==> src/rtl/cmp_arbiter.sv <==
// Round-robin arbiter sharing one magnitude comparator among NREQ requesters.
// Build option: define CMP_ARB_SIGNED_EN for two's-complement compares.
module cmp_arbiter #(
  parameter int NREQ  = 4,
  parameter int WIDTH = 16,
  parameter int IDW   = $clog2(NREQ)
) (
  input  logic                  clk,
  input  logic                  rst_n,
  input  logic [NREQ-1:0]       req_valid,
  output logic [NREQ-1:0]       req_ready,
  input  logic [NREQ*WIDTH-1:0] req_a,
  input  logic [NREQ*WIDTH-1:0] req_b,
  output logic                  rsp_valid,
  input  logic                  rsp_ready,
  output logic [IDW-1:0]        rsp_id,
  output logic                  rsp_eq,
  output logic                  rsp_gt,
  output logic                  rsp_lt,
  output logic                  busy
);

  typedef enum logic {EMPTY, FULL} state_t;

  state_t         state;
  logic [IDW-1:0] ptr;

  logic [WIDTH-1:0] a_arr [NREQ];
  logic [WIDTH-1:0] b_arr [NREQ];

  for (genvar g = 0; g < NREQ; g++) begin : g_unpack
    assign a_arr[g] = req_a[g*WIDTH +: WIDTH];
    assign b_arr[g] = req_b[g*WIDTH +: WIDTH];
  end

  logic            avail;
  logic [NREQ-1:0] gnt;
  logic [IDW-1:0]  gnt_id;
  logic [IDW-1:0]  idx;
  logic            found;
  int              s;

  // Slot frees in the same cycle the consumer takes the held result.
  assign avail = rst_n && (state == EMPTY || rsp_ready);

  always_comb begin
    gnt    = '0;
    gnt_id = '0;
    idx    = '0;
    found  = 1'b0;
    s      = 0;
    for (int k = 0; k < NREQ; k++) begin
      s = int'(ptr) + k;
      if (s >= NREQ) s = s - NREQ;
      idx = IDW'(s);
      if (avail && !found && req_valid[idx]) begin
        found    = 1'b1;
        gnt[idx] = 1'b1;
        gnt_id   = idx;
      end
    end
  end

  logic [WIDTH-1:0] a_sel;
  logic [WIDTH-1:0] b_sel;
  logic             c_eq;
  logic             c_gt;
  logic             c_lt;

  assign a_sel = a_arr[gnt_id];
  assign b_sel = b_arr[gnt_id];
  assign c_eq  = (a_sel == b_sel);

`ifdef CMP_ARB_SIGNED_EN
  assign c_gt = ($signed(a_sel) > $signed(b_sel));
  assign c_lt = ($signed(a_sel) < $signed(b_sel));
`else
  assign c_gt = (a_sel > b_sel);
  assign c_lt = (a_sel < b_sel);
`endif

  assign req_ready = gnt;
  assign rsp_valid = (state == FULL);
  assign busy      = rsp_valid && !rsp_ready;

  always_ff @(posedge clk or negedge rst_n) begin
    if (!rst_n) begin
      state  <= EMPTY;
      ptr    <= '0;
      rsp_id <= '0;
      rsp_eq <= 1'b0;
      rsp_gt <= 1'b0;
      rsp_lt <= 1'b0;
    end else if (found) begin
      state  <= FULL;
      rsp_id <= gnt_id;
      rsp_eq <= c_eq;
      rsp_gt <= c_gt;
      rsp_lt <= c_lt;
      ptr    <= (gnt_id == IDW'(NREQ - 1)) ? '0 : gnt_id + IDW'(1);
    end else if (state == FULL && rsp_ready) begin
      state <= EMPTY;
    end
  end

endmodule

==> config.mk <==
export PLATFORM = sky130hd
export DESIGN_NAME = cmp_arbiter
export DESIGN_NICKNAME = d
export VERILOG_FILES = /design/src/rtl/cmp_arbiter.sv
export SDC_FILE = /design/constraint.sdc
export NUM_CORES = 1
export LEC_CHECK = 0
export ABC_AREA = 1
export BUFFER_PORTS_ARGS = -buffer_cell sky130_fd_sc_hd__buf_2
export CAP_MARGIN = 20
export CELL_PAD_IN_SITES_DETAIL_PLACEMENT = 1
export CELL_PAD_IN_SITES_GLOBAL_PLACEMENT = 1
export CORE_UTILIZATION = 29
export CTS_CLUSTER_DIAMETER = 50
export DETAILED_ROUTE_END_ITERATION = 12
export HOLD_SLACK_MARGIN = 0.12
export PLACE_DENSITY = 0.89
export SLEW_MARGIN = 10
export SYNTH_ARGS = -nofsm -noshare
export SYNTH_HDL_FRONTEND = slang
export SYNTH_SLANG_ARGS = --single-unit
==> constraint.sdc <==
create_clock -name clk -period 4.4 [get_ports clk]
set_clock_uncertainty 0.1 [all_clocks]
set_input_delay 0.44 -clock clk [delete_from_list [all_inputs] [get_ports clk]]
set_output_delay 0.44 -clock clk [all_outputs]
set_load 0.03 [all_outputs]
---- Word-level counts from Yosys, hierarchy flattened ----
Index checks and enable logic that the tools add are counted.
word-level totals
  input bits .............................. 135
  bits in registers ....................... 8
cells by class
  $add $sub $neg .......................... 8
  equal/unequal tests ..................... 2
  magnitude comparators ................... 15
  reduce and logical (&&, ||, !) cells .... 20
  bitwise gates (word level) .............. 5
  muxes and demuxes ....................... 41
operators with widths
  cell                 number
  $bmux 16 s2          2
  $mux 16              4
  $mux 2               9
  $eq 16x16->1         1
  $gt 16x16->1         1
  $lt 16x16->1         1
  $mux 4               4
  $logic_and 1x1->1    14
  $mux 1               14
  $ge 3x3->1 const B   4
  $lt 2x3->1 const B   4
  $or 4x4->4           3
  $bmux 1 s2           4
  $demux 1 s2          4
  $ge 2x1->1 const B   4
  $sub 2x1->2 const B  4
  $add 2x2->3 const B  2
  $logic_not 1->1      4
  $add 2x1->3 const B  1
  $ge 2x3->1 const B   1
  $not 2->3            1
  $add 2x1->2 const B  1
  $eq 2x2->1 const B   1
  $reduce_bool 2->1    1
  2 further kinds      2

---- Longest topological paths before layout ----
  depth after elaboration ................. 23
  mapped depth ............................ 24
  mapped depth without buffers ............ 23

---- Worst setup path before layout ----
No wires, ideal clock.
  path type ............................... register to register
  start point ............................. register state, in the netlist rsp_valid
  end point ............................... register rsp_gt
  path buffers ............................ 2
  slack ................................... 1.181 ns
  stages on the path, launching flop included .. 23
  data arrival time ....................... 3.000 ns
  cells stage by stage .................... dfrtp_1 -> inv_1 -> nor2_1 -> nor2_2 -> nand3_2 -> nand2_1 -> inv_2 -> nand3_2 -> nand2_2 -> buf_6 -> buf_6 -> nand3_1 -> nand3_1 -> nand2_1 -> ha_1 -> a21oi_1 -> o21ai_0 -> nand2_1 -> o211ai_1 -> nand2_1 -> nand3_1 -> nand3_1 -> nand2_1
on the way
  cells in the longest elaborated chain, start to end .. 22
RTL lines
  element                                   line    RTL
  from (decl)                               25      state_t state;
  from (signal assigned)                    88      state <= EMPTY;
  from (signal assigned)                    95      state <= FULL;
  from (signal assigned)                    102     state <= EMPTY;
  $not 1->1 (*)                             44      assign avail = rst_n && (state == EMPTY || rsp_ready);
  $logic_or 1x1->1 (*)                      44
  $logic_and 1x1->1 (*)                     44
  $logic_and 1x1->1                         56      if (avail && !found && req_valid[idx]) begin
  $mux 1                                    56
  $logic_not 1->1                           56
  $logic_and 1x1->1 (2 in series)           56
  $mux 1                                    56
  [3 not listed]                            -
  $mux 1                                    56
  $logic_not 1->1                           56
  $logic_and 1x1->1 (2 in series)           56
  $mux 2                                    56
  $not 2->3 (not written as such)           70, 71
  $bmux 16 s2 (on tied branches)            70, 71
  $mux 16 (on tied branches) (2 in series)  70, 71
  $gt 16x16->1                              78      assign c_gt = (a_sel > b_sel);
  to (signal assigned)                      98      rsp_gt <= c_gt;
  to (decl)                                 18      output logic rsp_gt,
Mark *: on every way between the ends. The rest lies on a longest branch, timed or not. The select of a mux whose other input is x is not followed.
A chain may end at the register's enable or synchronous reset.

---- Worst setup path after layout ----
  start point ............................. input rst_n
  end point ............................... register rsp_gt
on the way
  cells in the longest elaborated chain, start to end .. 20
RTL lines
  element                                   line    RTL
  from (decl)                               9       input logic rst_n,
  $logic_and 1x1->1 (*)                     44
  $logic_and 1x1->1                         56
  $mux 1                                    56
  $logic_not 1->1                           56
  $logic_and 1x1->1 (2 in series)           56
  $mux 1                                    56
  $logic_not 1->1                           56
  $logic_and 1x1->1 (2 in series)           56
  $mux 1                                    56
  $logic_not 1->1                           56
  $logic_and 1x1->1 (2 in series)           56
  $mux 2                                    56
  $not 2->3 (not written as such)           70, 71
  $bmux 16 s2 (on tied branches)            70, 71
  $mux 16 (on tied branches) (2 in series)  70, 71
  $gt 16x16->1                              78
Marked as above.

==> flow_metrics.env <==
export IMPL_hold_violations=0
export IMPL_synthesis_nets=617
export IMPL_worstHoldPathType="in2reg"
export IMPL_clk_pin_slew_ns=0.04
export IMPL_stdcell_area_um2=3410
export IMPL_grt_pass1_vias=3808
export IMPL_synthCells=461
export IMPL_regArea_um2=200
export IMPL_ys_top_cells_by_count="nand3_1 (147), nand2_1 (108), inv_1 (65)"
export IMPL_synth_simple_gate_area_share_pct=59.3
export IMPL_setup_slack_ns=0.412
export IMPL_vias=3661
export IMPL_grt_start_max_net_pins=65
export IMPL_p_per_area_nw_per_um2=923
export IMPL_grt_pass1_wl_um=17400
export IMPL_multi_input_area_um2=1990
export IMPL_cap_violations=0
export IMPL_critPathLaunchType="input pin"
export IMPL_synth_most_common_cell="nand3_1"
export IMPL_synth_area_um2=2610
export IMPL_relSlewSlack_pct=64.6
export IMPL_antenna_found_initial=0
export IMPL_synth_flop_cell="dfrtp_1"
export IMPL_ant_nets=0
export IMPL_fillers=1249
export IMPL_syn_avg_cell_area_um2=5.66
export IMPL_port_buffers=145
export IMPL_arrival_ns=4.00
export IMPL_cts_buffers=3
export IMPL_period_share_pct=90.6
export IMPL_track_usage_pct=22.0
export IMPL_slew_viol_final=0
export IMPL_die_h_um=96.9
export IMPL_synthDistinctLibCells=25
export IMPL_core_area_um2=8720
export IMPL_yosysTopAreaCell="nand3_1"
export IMPL_synthXorXnorAreaFrac_pct=0
export IMPL_ys_seq_area_share_pct=7.67
export IMPL_yosys_warnings=0
export IMPL_cp_end_kind="register"
export IMPL_numClockSinks=8
export IMPL_rsz0062_at_grt="false"
export IMPL_synthTopCellsByArea="nand3_1 (28%), nand2_1 (16%), ha_1 (10%), inv_1 (9.3%), dfrtp_1 (7.7%)"
export IMPL_ys_seq_elements=8
export IMPL_synth_compound_area_share_pct=5.85
export IMPL_peakVddDrop_mv=0.316
export IMPL_die_w_um=96.9
export IMPL_dpl_cell_area_um2=3320
export IMPL_fin_tns_setup_ns=0
export IMPL_dp_cells=690
export IMPL_tightest_slew_ns=0.532
export IMPL_overflow=0
export IMPL_gp_congestion=0.871
export IMPL_cts_root_buffer="clkbuf_8"
export IMPL_preCtsSetupSlack_ns=0.399
export IMPL_async_flop_share_pct=100
export IMPL_antenna_cells=0
export IMPL_power_leakage_nw=2.03
export IMPL_synthMuxAreaShare_pct=0
export IMPL_start_util_pct=29.9
export IMPL_synth_top_family_by_area="simple AND/OR/NAND/NOR gates"
export IMPL_firstDrtPassIters=4
export IMPL_stdcell_count=696
export IMPL_dieArea_um2=9390
export IMPL_synthAdderAreaFrac_pct=10.1
export IMPL_fin_nets=746
export IMPL_syn2layout_area_growth_pct=30.5
export IMPL_clock_latency_ns=0.23
export IMPL_cp_max_fo=17
export IMPL_totalWireLength_um=10800
export IMPL_fin_crit_ns=3.99
export IMPL_rows=34
export IMPL_synth_edf_count=0
export IMPL_status="finished, final reports clean"
export IMPL_max_freq_mhz=251
export IMPL_htree_levels=1
export IMPL_yosysTopAreaCellShare_pct=28.2
export IMPL_finalSetupViolations=0
export IMPL_crit_type="in2reg"
export IMPL_wl_per_cell_um=15.6
export IMPL_dp_hpwl_um=8320
export IMPL_via_per_inst=5.26
export IMPL_cts_tree="yes"
export IMPL_drive_above_1_share_pct=31.0
export IMPL_required_ns=4.41
export IMPL_route_detailed_drc=0
export IMPL_num_io_pins=146
export IMPL_clockBufferDepth=2
export IMPL_drtIter0Drc=165
## routing by layer
metal	global-route usage, %	share of wire, %
met4	9.07	3.2
met3	2.10	4.5
met5	0	0
met1	26.1	43
met2	40.2	49
## worst max-delay path: stages
cell and delay (ns):
dlygate4sd3_1 0.53, buf_2 0.23, inv_1 0.08, nor2_2 0.30
nand3_2 0.22, nand2_1 0.16, inv_2 0.07, nand3_2 0.13
nor2_1 0.14, nor2_4 0.46, nand3_1 0.19, nand2_1 0.11
ha_1 0.24, a21oi_1 0.16, o21ai_0 0.10, nand2_1 0.07
o211ai_1 0.08, nand2_1 0.07, nand3_1 0.08, nand3_1 0.09
nand2_1 0.06
## kinds of logic after synthesis
family,after synthesis
AO/OA/AOI/OAI,28
adder cells (fa/ha/maj),21
buffers and inverters,96
flip-flops,8
AND/OR/NAND/NOR,308
## timing repair
item                                    CTS  global route
hold buffers                              1             0
buffers inserted                          0             1
hold endpoints to repair                  8             0
endpoints found under the setup margin    0             3
gates resized for setup                   0             5
## power by group
part	internal [mW]	leakage [nW]	switching (mW)
sequential	0.116	0.0952	0.0398
clock	0.0592	0.0216	0.0280
combinational	0.968	1.91	1.93
total	1.14	2.03	2.00
## stage by stage
stage                     power (mW)  utilization, %  hold slack (ns)
after CTS                       3.11            38.6            0.330
final                           3.14            39.1            0.326
after global routing            3.52            39.1            0.354
after global placement          2.87            38.0            0.198
after floorplan                 2.39               -           0.0444
after detailed placement        2.99            38.0            0.200
## cell type report
class / instances / share of cell area, %
timing repair buffer: 152 / 23.1
sequential: 8 / 5.88
multi-input combinational: 358 / 58.4
tap: 108 / 3.97
clock buffer: 3 / 1.21
inverter: 67 / 7.38
## path summary, 6_finish.rpt
check                                      start                     to  slack [ns]  depth (start not counted)
max                                        rst_n     rsp_gt$_DFFE_PN0P_        0.41                         21
min                                    rsp_ready  rsp_valid$_DFFE_PN0P_        0.33                          2
max reg2reg                   ptr[1]$_DFFE_PN0P_     rsp_gt$_DFFE_PN0P_        0.45                         21
min reg2reg                rsp_id[0]$_DFFE_PN0P_  rsp_id[0]$_DFFE_PN0P_        0.38                          2
max in group asynchronous                  rst_n     rsp_gt$_DFFE_PN0P_        3.51                          2
min in group asynchronous                  rst_n  rsp_id[0]$_DFFE_PN0P_        0.51                          2
## state kept, by name, indices dropped and copies added, names as in the netlist
| name | flops |
|---|---|
| ptr | 2 |
| rsp_id | 2 |
| rsp_eq | 1 |
| rsp_gt | 1 |
| rsp_lt | 1 |
| rsp_valid | 1 |
## layout by cell type (no fill, tap or decap), drive strengths merged, types with 4 or more instances in the layout
cell type  count
buf          151
inv           67
nand3b        16
o21ai          9
a21oi         12
dfrtp          8
nand2        113
nand3        163
nand4          4
o22ai          4
nor2          12
ha            21
No activity file was read; power rests on OpenSTA's default activity.
